$ cat src/rtl/pin_chain_tester.sv
// Pin-chain loopback tester: walking-one then walking-zero over N_PINS, 2N*(SETTLE_CYCLES+1)+1 cycles to done; no backpressure.
// Define PIN_CHAIN_ERRMAP_EN to add err_map, the OR of every per-step mismatch vector in a run.
module pin_chain_tester #(
  parameter int N_PINS        = 17,
  parameter int SETTLE_CYCLES = 4,
  parameter int ERR_W         = 8
) (
  input  logic                            clk,
  input  logic                            rst_n,
  input  logic                            start,
  input  logic                            high_z_req,
  input  logic [N_PINS-1:0]               pin_in,
  output logic [N_PINS-1:0]               pin_out,
  output logic                            pin_oe,
  output logic                            busy,
  output logic                            done,
  output logic                            pass,
  output logic [ERR_W-1:0]                err_count,
  output logic [$clog2(2*N_PINS)-1:0]     first_step,
`ifdef PIN_CHAIN_ERRMAP_EN
  output logic [N_PINS-1:0]               first_mask,
  output logic [N_PINS-1:0]               err_map
`else
  output logic [N_PINS-1:0]               first_mask
`endif
);

  localparam int STEP_W = $clog2(2*N_PINS);
  localparam int CNT_W  = $clog2(SETTLE_CYCLES);
  localparam logic [STEP_W-1:0] LAST_STEP = STEP_W'(2*N_PINS-1);
  localparam logic [CNT_W-1:0]  CNT_INIT  = CNT_W'(SETTLE_CYCLES-1);
  localparam logic [ERR_W-1:0]  ERR_MAX   = '1;

  typedef enum logic [1:0] {IDLE, SETTLE, SAMPLE, DONE} state_t;

  state_t              state_q;
  logic [STEP_W-1:0]   step_q;
  logic [CNT_W-1:0]    cnt_q;
  logic [N_PINS-1:0]   sync1_q, sync2_q;
  logic [N_PINS-1:0]   pin_out_q;
  logic                busy_q, done_q, pass_q;
  logic [ERR_W-1:0]    err_q;
  logic [STEP_W-1:0]   first_step_q;
  logic [N_PINS-1:0]   first_mask_q;
  logic [N_PINS-1:0]   diff;
  logic                accept;
  logic                sample_en;

  function automatic logic [N_PINS-1:0] pattern(input logic [STEP_W-1:0] s);
    logic [N_PINS-1:0] one;
    one = N_PINS'(1);
    if (s < STEP_W'(N_PINS)) pattern = one << s;
    else                     pattern = ~(one << (s - STEP_W'(N_PINS)));
  endfunction

  assign pin_oe     = !high_z_req;
  assign pin_out    = pin_out_q;
  assign busy       = busy_q;
  assign done       = done_q;
  assign pass       = pass_q;
  assign err_count  = err_q;
  assign first_step = first_step_q;
  assign first_mask = first_mask_q;

  assign diff      = sync2_q ^ pattern(step_q);
  assign accept    = (state_q == IDLE || state_q == DONE) && start && !high_z_req;
  assign sample_en = (state_q == SAMPLE) && !high_z_req;

  // pin_in is fully asynchronous to clk.
  always_ff @(posedge clk or negedge rst_n) begin
    if (!rst_n) begin
      sync1_q <= '0;
      sync2_q <= '0;
    end else begin
      sync1_q <= pin_in;
      sync2_q <= sync1_q;
    end
  end

  always_ff @(posedge clk or negedge rst_n) begin
    if (!rst_n) begin
      state_q      <= IDLE;
      step_q       <= '0;
      cnt_q        <= '0;
      pin_out_q    <= '0;
      busy_q       <= 1'b0;
      done_q       <= 1'b0;
      pass_q       <= 1'b0;
      err_q        <= '0;
      first_step_q <= '0;
      first_mask_q <= '0;
    end else begin
      case (state_q)
        IDLE, DONE: begin
          pin_out_q <= '0;
          // done/pass register one cycle after entry so pass sees the final count.
          if (state_q == DONE) begin
            done_q <= 1'b1;
            pass_q <= (err_q == '0);
          end
          if (accept) begin
            state_q      <= SETTLE;
            step_q       <= '0;
            cnt_q        <= CNT_INIT;
            pin_out_q    <= pattern('0);
            busy_q       <= 1'b1;
            done_q       <= 1'b0;
            pass_q       <= 1'b0;
            err_q        <= '0;
            first_step_q <= '0;
            first_mask_q <= '0;
          end
        end
        SETTLE, SAMPLE: begin
          if (high_z_req) begin
            state_q   <= IDLE;
            busy_q    <= 1'b0;
            done_q    <= 1'b0;
            pass_q    <= 1'b0;
            pin_out_q <= '0;
          end else if (state_q == SETTLE) begin
            if (cnt_q == '0) state_q <= SAMPLE;
            else             cnt_q   <= cnt_q - CNT_W'(1);
          end else begin
            if (diff != '0) begin
              if (err_q != ERR_MAX) err_q <= err_q + ERR_W'(1);
              // err_q never returns to zero within a run, so it marks the first failure.
              if (err_q == '0) begin
                first_step_q <= step_q;
                first_mask_q <= diff;
              end
            end
            if (step_q == LAST_STEP) begin
              state_q   <= DONE;
              busy_q    <= 1'b0;
              pin_out_q <= '0;
            end else begin
              step_q    <= step_q + STEP_W'(1);
              pin_out_q <= pattern(step_q + STEP_W'(1));
              cnt_q     <= CNT_INIT;
              state_q   <= SETTLE;
            end
          end
        end
        default: state_q <= IDLE;
      endcase
    end
  end

`ifdef PIN_CHAIN_ERRMAP_EN
  logic [N_PINS-1:0] err_map_q;

  assign err_map = err_map_q;

  always_ff @(posedge clk or negedge rst_n) begin
    if (!rst_n)         err_map_q <= '0;
    else if (accept)    err_map_q <= '0;
    else if (sample_en) err_map_q <= err_map_q | diff;
  end
`endif

endmodule

$ cat config.mk
export PLATFORM = sky130hd
export DESIGN_NAME = pin_chain_tester
export DESIGN_NICKNAME = d
export VERILOG_FILES = /design/src/rtl/pin_chain_tester.sv
export SDC_FILE = /design/constraint.sdc
export NUM_CORES = 1
export LEC_CHECK = 0
export BUFFER_PORTS_ARGS = -buffer_cell sky130_fd_sc_hd__buf_2
export CORE_UTILIZATION = 43
export CTS_CLUSTER_DIAMETER = 60
export DETAILED_ROUTE_END_ITERATION = 10
export PLACE_DENSITY_LB_ADDON = 0.08
export SYNTH_ARGS = -nofsm -noshare
export SYNTH_HDL_FRONTEND = slang
export SYNTH_SLANG_ARGS = --single-unit
$ cat constraint.sdc
create_clock -name clk -period 5.1 [get_ports clk]
set_input_delay 0 -clock clk [delete_from_list [all_inputs] [get_ports clk]]
set_output_delay 0 -clock clk [all_outputs]
set_load 0.005 [all_outputs]
==> flow_metrics.tcl <==
set metrics [dict create \
    netlist_area_sq_um 5120 \
    relSlewSlack_pct 21.4 \
    finalHoldViolations 0 \
    cts-root-buf "clkbuf_16" \
    rr_startpoint "step_q[0]" \
    fmax_ghz 0.234 \
    synthesis.nets 542 \
    rsz0062_at_grt "false" \
    place_ws_ns 0.861 \
    seqCellArea_sq_um 2380 \
    via_per_inst 5.75 \
    synth_cell_types 58 \
    seqPwrFrac_pct 33.1 \
    drtPass1Iterations 8 \
    multi_input_area_sq_um 2530 \
    cp.arrival_ns 4.52 \
    cts_max_level 3 \
    yosysSeqAreaShare_pct 46.5 \
    cts_made_buffers 9 \
    clkPwrFrac_pct 20.7 \
    dieArea_sq_um 12300 \
    fin_nets 619 \
    yosys_most_used_dff "dfrtp_1" \
    synth_cells 505 \
    cts_tree "done" \
    diodes 0 \
    finalCritPeriodShare_pct 83.9 \
    rows 39 \
    cp_max_fo 23 \
    drv_slew 0 \
    fillCellCount 1053 \
    async_flop_share_pct 100 \
    period_needed_ns 4.28 \
    hpwl_um 8610 \
    yosysWarnings 0 \
    fin_tns_setup_ns 0 \
    setup_viol 0 \
    grt_pass1_wl_um 21000 \
    syn2layout_area_growth_pct 18.4 \
    overflow 0 \
    powerDensity_nw_per_um2 539 \
    clock_latency_ns 0.36 \
    r2r-end "first_mask[5]" \
    clk_pin_slew_ns 0.08 \
    track_usage_pct 21.9 \
    crit_start "step_q[0]" \
    worstPathRequired_ns 5.34 \
    grt_max_degree 60 \
    p_sw_mw 1.36 \
    intPower_mw 1.90 \
    p_sw_share_pct 41.8 \
    first_global_vias 4073 \
    synth_edf_count 0 \
    drive_gt1_share_pct 22.0 \
    drt-wirelength-per-cell_um 17.2 \
    drc 8 \
    finalClockSkew_ns 0.00972 \
    regToRegSetupSlack_ns 0.82 \
    port_buffers 72 \
    startpoint_type "flip-flop" \
    ant_nets 0 \
    ys_ff_latch 95 \
    synth.avg_cell_area_sq_um 10.1 \
    first_iter_violations 276 \
    vias 4196 \
    p_leak_nw 2.87 \
    die_x_um 111 \
    wl_um 12600 \
    die_h_um 111 \
    clock-sinks 95 \
    comb_power_share_pct 46.2 \
    maxCapViolations 0 \
    total_power_mw 3.27 \
    rr_worst_depth 12 \
    antenna_found_initial 0 \
    pin_count 73 \
    peakVddDrop_v 0.000232 \
    place_congestion 0.875 \
    clockBufferDepth 2 \
    worstSetupPathType "flip-flop to flip-flop" \
    hold_class "primary input to asynchronous set/reset pin" \
    worst_slack_ns 0.819 \
    tightest_slew_ns 1.17 \
    core-area_sq_um 11500 \
    cp-end-kind "flip-flop" \
    status "finished, violations left" \
    violations "DRC" \
    start_util_pct 44.4 \
]
==> critical path, stage by stage (launching register included) <==
cell      delay [ns]
dfrtp_1         0.58
ha_1            0.46
ha_1            0.33
a211oi_1        0.14
or4b_2          0.64
o21ai_0         0.09
a2111o_1        0.14
nand3_1         0.11
or4_4           0.53
nor3_4          0.42
a211oi_4        0.04
buf_4           0.30
mux2_4          0.34
==> repair_timing <==
item                                   4_1_cts  5_1_grt
endpoints found under the hold margin       55        0
hold buffers                                19        0
gates resized for setup                      0        0
setup buffers                                0        0
==> cell type report <==
class                           count  share of cell area (%)
Multi-Input combinational cell    359                    41.8
Sequential cell                    95                    39.2
Timing Repair Buffer               97                    9.87
Clock buffer                       10                    3.95
Tap cell                          143                    2.95
Inverter                           20                    1.24
Clock inverter                      6                   0.930
==> flip-flops by register name (all words and copies together), names as in the netlist <==
name / flops
first_mask: 17
pin_out: 17
sync1_q: 17
sync2_q: 17
err_count: 8
first_step: 6
step_q: 6
cnt_q: 2
state_q: 2
busy: 1
done: 1
pass: 1
==> metal layers <==
metal	up-vias	share of wire, %	track usage (%)
met5	-	0	0
met2	167	44	32.3
met4	0	1.8	9.64
met3	19	6.4	4.21
li1	1996	-	-
met1	2014	48	31.2
==> logic make-up (layout without fill, tap and decap cells) <==
logic type | Yosys count | count (layout) | share of synthesized area [%]
compound gates | 143 | 143 | 19.2
xor+xnor | 18 | 18 | 3.08
fa+ha+maj | 16 | 16 | 3.91
buf+inv | 51 | 133 | 4.18
flops | 95 | 95 | 46.5
mux | 27 | 27 | 7.34
simple gates | 155 | 155 | 15.8
==> cell usage in the layout, fill, tap and decap left out, types with 6 or more instances in the layout <==
cell type and instances:
a211oi_1 26, a21o_1 17, a21oi_1 26, a31oi_1 14, and3_1 6, buf_2 71
buf_4 7, clkbuf_16 9, dfrtp_1 95, dlygate4sd3_1 19, ha_1 16, inv_1 18
mux2_4 20, nand2_1 30, nand3_1 15, nand4_1 6, nor2_1 43, nor2b_1 6
nor3_1 14, nor3b_1 6, o21ai_0 18, or3_1 6, xnor2_1 17
==> power groups by stage <==
stage	Sequential, mW	Clock (mW)	Combinational, mW
2_1_floorplan	1.03	0	1.11
3_3_place_gp	1.09	0	1.47
3_5_place_dp	1.09	0	1.48
4_1_cts	1.08	0.693	1.50
5_1_grt	1.11	0.727	1.67
6_report	1.08	0.677	1.51
==> cell usage after synthesis (all sizes together), types with 2 or more instances <==
| cell type | instances | area [sq um] |
|---|---|---|
| a211o | 5 | 43.8 |
| a211oi | 28 | 220 |
| a21o | 17 | 128 |
| a21oi | 26 | 130 |
| a31oi | 15 | 100 |
| a32oi | 3 | 26.3 |
| and2 | 3 | 21.3 |
| and3 | 6 | 37.5 |
| buf | 10 | 58.8 |
| clkbuf | 21 | 80.1 |
| dfrtp | 95 | 2380 |
| ha | 16 | 200 |
| inv | 19 | 71.3 |
| mux2 | 24 | 345 |
| mux2i | 3 | 30.0 |
| nand2 | 30 | 113 |
| nand2b | 2 | 12.5 |
| nand3 | 15 | 75.1 |
| nand4 | 6 | 37.5 |
| nor2 | 43 | 161 |
| nor2b | 6 | 37.5 |
| nor3 | 15 | 86.3 |
| nor3b | 6 | 45.0 |
| nor4 | 3 | 18.8 |
| nor4b | 3 | 26.3 |
| o211ai | 5 | 37.5 |
| o21a | 5 | 37.5 |
| o21ai | 19 | 95.1 |
| o22a | 3 | 26.3 |
| o22ai | 5 | 31.3 |
| o31ai | 4 | 30.0 |
| or3 | 6 | 37.5 |
| or4 | 7 | 60.1 |
| or4b | 2 | 20.0 |
| xnor2 | 17 | 149 |
==> metrics by stage <==
stage | instances | hold slack [ns] | cell area, sq um | utilization, %
final | 730 | 0.144 | 6060 | 52.6
after global routing | 730 | 0.191 | 6060 | 52.6
after CTS | 730 | 0.157 | 6060 | 52.6
after detailed placement | 695 | 0.00279 | 5570 | 48.4
after global placement | 695 | -0.0136 | 5570 | 48.4
after floorplan | 505 | -0.296 | 5120 | -
==> worst max-delay path by stage <==
stage	endpoint	slack, ns	depth (start not counted)
finish	first_mask[5]	0.82	12
global route	first_mask[4]	0.60	13
CTS	first_mask[5]	0.84	13
detailed placement	first_mask[1]	0.86	13
global placement	first_step[0]	0.97	13
floorplan	err_count[0]	1.29	13
(Power assumes the default switching activity.)
